$ cat src/rtl/scs8hd_a2bb2oi_pipe_pkg.sv
// Shared types and the per-lane bit function for the pipelined a2bb2oi family.
// The enum encoding matches the MODE input pins.
package scs8hd_aoi_pkg;

   typedef enum logic [1:0] {
      AOI_A2BB2OI = 2'b00,
      AOI_A2BB2O  = 2'b01,
      AOI_O2BB2AI = 2'b10,
      AOI_O2BB2A  = 2'b11
   } aoi_mode_e;

   localparam int STAGES_MAX = 4;

   function automatic logic lane_fn(aoi_mode_e mode, logic a1n, logic a2n, logic b1, logic b2);
      logic a_s;
      logic o_s;
      logic r_s;
      a_s = ~a1n & ~a2n;
      o_s = ~a1n | ~a2n;
      case (mode)
         AOI_A2BB2OI: r_s = ~(a_s | (b1 & b2));
         AOI_A2BB2O:  r_s =   a_s | (b1 & b2);
         AOI_O2BB2AI: r_s = ~(o_s & (b1 | b2));
         AOI_O2BB2A:  r_s =   o_s & (b1 | b2);
         default:     r_s = 1'b0;
      endcase
      return r_s;
   endfunction

endpackage

$ cat src/rtl/scs8hd_a2bb2oi_pipe_if.sv
// Producer/consumer bus of the pipelined a2bb2oi block: input channel, output channel
// and their valid/ready pairs. The master drives operands and OUT_READY.
interface scs8hd_a2bb2oi_pipe_if #(
   parameter int WIDTH = 8
);
   import scs8hd_aoi_pkg::*;

   localparam int POP_W = $clog2(WIDTH + 1);

   logic             IN_VALID;
   logic             IN_READY;
   logic [1:0]       MODE;
   logic [WIDTH-1:0] A1N;
   logic [WIDTH-1:0] A2N;
   logic [WIDTH-1:0] B1;
   logic [WIDTH-1:0] B2;
   logic             OUT_VALID;
   logic             OUT_READY;
   logic [WIDTH-1:0] Y;
   logic [POP_W-1:0] Y_POP;

   modport master (
      output IN_VALID, MODE, A1N, A2N, B1, B2, OUT_READY,
      input  IN_READY, OUT_VALID, Y, Y_POP
   );

   modport slave (
      input  IN_VALID, MODE, A1N, A2N, B1, B2, OUT_READY,
      output IN_READY, OUT_VALID, Y, Y_POP
   );

endinterface

$ cat src/rtl/scs8hd_a2bb2oi_pipe_slice.sv
// One elastic register slice: holds a single word, accepts a new one whenever it is
// empty or its current word leaves in the same cycle.
module scs8hd_pipe_slice #(
   parameter int DW = 8
) (
   input  logic          clk,
   input  logic          rst,
   input  logic          in_valid,
   output logic          in_ready,
   input  logic [DW-1:0] in_data,
   output logic          out_valid,
   input  logic          out_ready,
   output logic [DW-1:0] out_data
);

   logic          full_q;
   logic          full_d;
   logic [DW-1:0] data_q;
   logic [DW-1:0] data_d;
   logic          load_s;

   // Ready is held low during reset so nothing is accepted while flushing.
   always_comb begin
      in_ready = ~rst & (~full_q | out_ready);
      load_s   = in_valid & in_ready;
      full_d   = full_q;
      data_d   = data_q;
      if (load_s) begin
         full_d = 1'b1;
         data_d = in_data;
      end else if (full_q && out_ready) begin
         full_d = 1'b0;
      end else begin
         full_d = full_q;
      end
   end

   always_ff @(posedge clk) begin
      if (rst) begin
         full_q <= 1'b0;
         data_q <= '0;
      end else begin
         full_q <= full_d;
         data_q <= data_d;
      end
   end

   assign out_valid = full_q;
   assign out_data  = data_q;

endmodule

$ cat src/rtl/scs8hd_a2bb2oi_pipe.sv
// WIDTH-lane selectable AOI/OAI bit logic with popcount, carried through a chain of
// STAGES elastic slices; the first slice registers the function result.
module scs8hd_a2bb2oi_pipe
   import scs8hd_aoi_pkg::*;
#(
   parameter int WIDTH  = 8,
   parameter int STAGES = 2
) (
   input  logic                   CLK,
   input  logic                   RESET,
   scs8hd_a2bb2oi_pipe_if.slave   bus
);

   localparam int POP_W      = $clog2(WIDTH + 1);
   localparam int DW         = WIDTH + POP_W;
   // Out-of-range depths are clamped rather than producing an empty chain.
   localparam int NUM_STAGES = (STAGES < 1) ? 1 : ((STAGES > STAGES_MAX) ? STAGES_MAX : STAGES);

   logic [WIDTH-1:0] y_s;
   logic [POP_W-1:0] pop_s;

   always_comb begin
      y_s = '0;
      for (int i = 0; i < WIDTH; i++) begin
         y_s[i] = lane_fn(aoi_mode_e'(bus.MODE), bus.A1N[i], bus.A2N[i], bus.B1[i], bus.B2[i]);
      end
   end

   always_comb begin
      pop_s = '0;
      for (int i = 0; i < WIDTH; i++) begin
         pop_s = pop_s + POP_W'(y_s[i]);
      end
   end

   for (genvar i = 0; i < NUM_STAGES; i++) begin : g_stage
      logic          in_v_s;
      logic [DW-1:0] in_d_s;
      logic          rdy_s;
      logic          out_r_s;
      logic          v_s;
      logic [DW-1:0] d_s;

      if (i == 0) begin : g_head
         assign in_v_s = bus.IN_VALID;
         assign in_d_s = {y_s, pop_s};
      end else begin : g_link
         assign in_v_s = g_stage[i-1].v_s;
         assign in_d_s = g_stage[i-1].d_s;
      end

      if (i == NUM_STAGES - 1) begin : g_tail
         assign out_r_s = bus.OUT_READY;
      end else begin : g_fwd
         assign out_r_s = g_stage[i+1].rdy_s;
      end

      scs8hd_pipe_slice #(
         .DW (DW)
      ) u_slice (
         .clk       (CLK),
         .rst       (RESET),
         .in_valid  (in_v_s),
         .in_ready  (rdy_s),
         .in_data   (in_d_s),
         .out_valid (v_s),
         .out_ready (out_r_s),
         .out_data  (d_s)
      );
   end

   assign bus.IN_READY  = g_stage[0].rdy_s;
   assign bus.OUT_VALID = g_stage[NUM_STAGES-1].v_s;
   assign bus.Y         = g_stage[NUM_STAGES-1].d_s[DW-1:POP_W];
   assign bus.Y_POP     = g_stage[NUM_STAGES-1].d_s[POP_W-1:0];

endmodule

$ cat src/flat_wrapper.sv
// flat-port wrapper written by rule: the top's interface ports become plain ports
module scs8hd_a2bb2oi_pipe_flat import scs8hd_aoi_pkg::*;
#(
   parameter int WIDTH  = 8,
   parameter int STAGES = 2
)
  (CLK, RESET, bus_IN_VALID, bus_MODE, bus_A1N, bus_A2N, bus_B1, bus_B2, bus_OUT_READY, bus_IN_READY, bus_OUT_VALID, bus_Y, bus_Y_POP);
  scs8hd_a2bb2oi_pipe_if #(.WIDTH(WIDTH)) bus_i ();
  input  logic CLK;
  input  logic RESET;
  input wire logic [$bits(bus_i.IN_VALID)-1:0] bus_IN_VALID;
  input wire logic [$bits(bus_i.MODE)-1:0] bus_MODE;
  input wire logic [$bits(bus_i.A1N)-1:0] bus_A1N;
  input wire logic [$bits(bus_i.A2N)-1:0] bus_A2N;
  input wire logic [$bits(bus_i.B1)-1:0] bus_B1;
  input wire logic [$bits(bus_i.B2)-1:0] bus_B2;
  input wire logic [$bits(bus_i.OUT_READY)-1:0] bus_OUT_READY;
  output wire logic [$bits(bus_i.IN_READY)-1:0] bus_IN_READY;
  output wire logic [$bits(bus_i.OUT_VALID)-1:0] bus_OUT_VALID;
  output wire logic [$bits(bus_i.Y)-1:0] bus_Y;
  output wire logic [$bits(bus_i.Y_POP)-1:0] bus_Y_POP;
  assign bus_i.IN_VALID = bus_IN_VALID;
  assign bus_i.MODE = bus_MODE;
  assign bus_i.A1N = bus_A1N;
  assign bus_i.A2N = bus_A2N;
  assign bus_i.B1 = bus_B1;
  assign bus_i.B2 = bus_B2;
  assign bus_i.OUT_READY = bus_OUT_READY;
  assign bus_IN_READY = bus_i.IN_READY;
  assign bus_OUT_VALID = bus_i.OUT_VALID;
  assign bus_Y = bus_i.Y;
  assign bus_Y_POP = bus_i.Y_POP;
  scs8hd_a2bb2oi_pipe #(.WIDTH(WIDTH), .STAGES(STAGES)) u_core (.CLK(CLK), .RESET(RESET), .bus(bus_i));
endmodule
$ cat config.mk
export PLATFORM = sky130hd
export DESIGN_NAME = scs8hd_a2bb2oi_pipe_flat
export DESIGN_NICKNAME = d
export VERILOG_FILES = /design/src/rtl/scs8hd_a2bb2oi_pipe_pkg.sv /design/src/rtl/scs8hd_a2bb2oi_pipe_if.sv /design/src/rtl/scs8hd_a2bb2oi_pipe_slice.sv /design/src/rtl/scs8hd_a2bb2oi_pipe.sv /design/src/flat_wrapper.sv
export SDC_FILE = /design/constraint.sdc
export NUM_CORES = 1
export LEC_CHECK = 0
export CELL_PAD_IN_SITES_DETAIL_PLACEMENT = 0
export CELL_PAD_IN_SITES_GLOBAL_PLACEMENT = 1
export CORE_MARGIN = 1.5
export CORE_UTILIZATION = 32
export CTS_CLUSTER_DIAMETER = 120
export DETAILED_ROUTE_END_ITERATION = 7
export GPL_TIMING_DRIVEN = 0
export PLACE_DENSITY = 0.85
export SETUP_SLACK_MARGIN = 0.02
export SLEW_MARGIN = 20
export SYNTH_ARGS = -nofsm -noshare
export SYNTH_HDL_FRONTEND = slang
export SYNTH_SLANG_ARGS = --single-unit
$ cat constraint.sdc
create_clock -name CLK -period 4 [get_ports CLK]
set_input_delay 0.6 -clock CLK [delete_from_list [all_inputs] [get_ports CLK]]
set_output_delay 0.6 -clock CLK [all_outputs]
set_load 0.02 [all_outputs]
==> results.tsv <==
stage	metric	value	unit
status	status	completed	
power	leakage	0.791	nW
yosys	synth_warnings	0	
yosys	synth_edf_count	0	
place	hpwl	2130	um
global_route	grt_max_degree	14	
setup_path	critPathSlowestCell	fa_1	
setup_path	crit_chain	clkdlybuf4s50_1, a2bb2oi_1, mux2i_1, xnor2_1, ha_1, fa_1, inv_1, fa_1, inv_1, fa_2, inv_2, fa_1, or2_1, a21oi_2	
power	p_per_area	344	mW/mm^2
floorplan	core_area	0.00432	mm^2
global_route	grt_pass1_wl	4550	um
clocking	clock_sinks	26	
timing	rsz0062_at_grt	no	
timing	clock_skew	0.00268	ns
finish	fin_util	47.2	%
route	ant_nets	0	
power	p_comb_share	36.5	%
finish	final_common_cell	clkdlybuf4s50_1	
yosys	synth_ff_type	dfxtp_1	
yosys	async_reset_ff_share	0	%
timing	tightest_slew	0.421	ns
timing	slew_violations	0	
finish	nets	253	
clocking	clockBufferDepth	2	
clocking	htreeDepth	1	
floorplan	start_util	32.8	%
clocking	cts_tree	yes	
power	vdd_drop_max	0.133	mV
power	p_sw	0.208	mW
job	cap_violations	0	
route	drc	0	
setup_path	end_kind	register	
timing	finalHoldViolCount	0	
yosys	syn_inst	152	
clocking	clk_latency	0.27	ns
place	numPortBuffers	49	
power	p_seq_share	43.2	%
route	drt-wirelength-per-cell	9.92	um
finish	fill_cells	461	
clocking	cts_made_buffers	3	
route	vias	1189	
floorplan	die_height	69.6	um
timing	fin_crit_sh	96.0	%
setup_path	required	4.21	ns
setup_path	slowest_delay	0.49	ns
global_route	antenna_found_initial	0	
route	wl	2560	um
setup_path	crit_path_frequent_cell	fa_1	
finish	syn2layout_area_growth	43.7	%
clocking	ctsRootBufferMaster	clkbuf_8	
power	internal_power	0.493	mW
yosys	synth.distinct_cells	28	
finish	final_cell_mix	clkdlybuf4s50_1, nand2_1, dfxtp_1, o21ai_1	
yosys	synth.net_count	197	
place	placed_area	0.00197	mm^2
worst_hold_path	min_path_type	register to register	
finish	final_cell_area	0.00204	mm^2
timing	fin_crit	3.84	ns
finish	antennaDiodeCount	0	
route	firstDrtPassIters	4	
timing	timing.final.ws_setup	0.160	ns
yosys	ys_seq_area_share	36.7	%
finish	drive_gt1_share	11.2	%
setup_path	arrival	4.05	ns
yosys	postSynthAreaPerCell	9.33	um^2
power	power.clock.fraction	20.3	%
power	p_sw_share	29.7	%
global_route	grt_pass1_vias	1068	
place	globalplace.congestion	0.681	
global_route	grt_overflow	0	
floorplan	io_pins	52	
yosys	syn_area	0.00142	mm^2
route	via_per_inst	4.61	
floorplan	fp-row-count	24	
floorplan	dieArea	0.00484	mm^2
timing	slew_headroom	71.9	%
place	place_ws	-0.246	ns
timing	max_freq	260	MHz
setup_path	path_max_fanout	2	
route	detail_route.iter0.violations	59	
global_route	track_usage	11.3	%
floorplan	die_w	69.6	um
setup_path	cp-start-kind	primary input	
setup_path	criticalPathCategory	primary input to register	
timing	setup_viol	0	
clocking	clkTransAtPathRegs	0.08	ns
yosys	ys_seq_elements	26	
==> cell type report <==
class / count / area (um^2) / share of cell area (%)
inverters: 8 / 32.5 / 1.60
repair buffers: 51 / 508 / 24.9
plain buffers: 7 / 45.0 / 2.21
clock buffers: 3 / 41.3 / 2.02
well taps: 52 / 65.1 / 3.19
flip-flops and latches: 26 / 520 / 25.5
multi-input cells: 111 / 827 / 40.6
==> power by group through the flow <==
stage / registers [mW] / logic, mW / clock network [mW]
finish: 0.303 / 0.256 / 0.143
global route: 0.307 / 0.294 / 0.162
CTS: 0.303 / 0.252 / 0.147
detailed placement: 0.309 / 0.252 / 0
global placement: 0.308 / 0.248 / 0
floorplan: 0.314 / 0.157 / 0
==> kinds of logic (layout without fill, tap and decap cells) <==
group,after synthesis,after routing,share of synthesized area (%)
buf+inv,15,69,5.47
fa+ha+maj,7,7,8.29
compound gates,37,37,17.3
mux,14,14,10.4
flops,26,26,36.7
simple gates,44,44,16.3
xor+xnor,9,9,5.56
==> path summary, 6_finish.rpt <==
check / endpoint / start / depth (start not counted) / slack, ns
max: u_core.g_stage[0].u_slice.out_data[1] / bus_A2N[1] / 14 / 0.16
min reg2reg: u_core.g_stage[1].u_slice.out_data[11] / u_core.g_stage[0].u_slice.out_data[11] / 2 / 0.44
max reg2reg: u_core.g_stage[0].u_slice.out_data[3] / u_core.g_stage[0].u_slice.out_valid / 4 / 2.79
min: u_core.g_stage[1].u_slice.out_data[11] / u_core.g_stage[0].u_slice.out_data[11] / 2 / 0.44
==> metal layers <==
layer | track usage (%) | vias up | wire [um]
met4 | 5.88 | 0 | 57
li1 | - | 633 | -
met2 | 15.7 | 44 | 1080
met3 | 0.872 | 5 | 128
met1 | 17.2 | 507 | 1290
met5 | 0 | - | 0
==> state kept, by name (all words and copies together) (netlist names) <==
register / count
u_core.g_stage.u_slice.out_valid: 2
u_core.g_stage.u_slice.out_data: 24
==> synthesized netlist by cell type, types with 2 or more instances <==
library cell	instances	area share, %
a21oi_1	5	1.8
a2bb2oi_1	8	4.9
buf_2	3	1.1
buf_4	2	1.1
dfxtp_1	26	37
fa_1	4	5.6
ha_1	3	2.6
inv_1	7	1.9
mux2_2	5	4.0
mux2i_1	8	5.6
nand2_1	26	6.9
nand3_1	4	1.4
nor2_1	2	0.53
nor2b_1	6	2.6
o21ai_1	16	5.6
o2bb2ai_1	8	4.9
xnor2_1	8	4.9
==> repair_timing <==
item / 4_1_cts / 5_1_grt
resized for setup: 0 / 5
hold buffers: 0 / 0
endpoints found under the hold margin: 0 / 0
endpoints found under the setup margin: 0 / 1
setup buffers: 0 / 2
==> through the flow <==
step,TNS [ns],instances,hold WS [ns],power (mW)
finish,0,258,0.445,0.702
global route,0,258,0.476,0.763
CTS,0,256,0.449,0.702
detailed placement,-0.246,253,0.434,0.561
global placement,-0.224,253,0.433,0.556
floorplan,0,152,0.421,0.471
==> critical path, delay by kind of cell <==
family	cells	cell delay [ns]
mux	1	0.10
buf+inv	4	0.64
fa+ha+maj	5	1.95
compound gates	2	0.29
simple gates	1	0.23
xor+xnor	1	0.22
No activity file was read; power rests on OpenSTA's default activity.
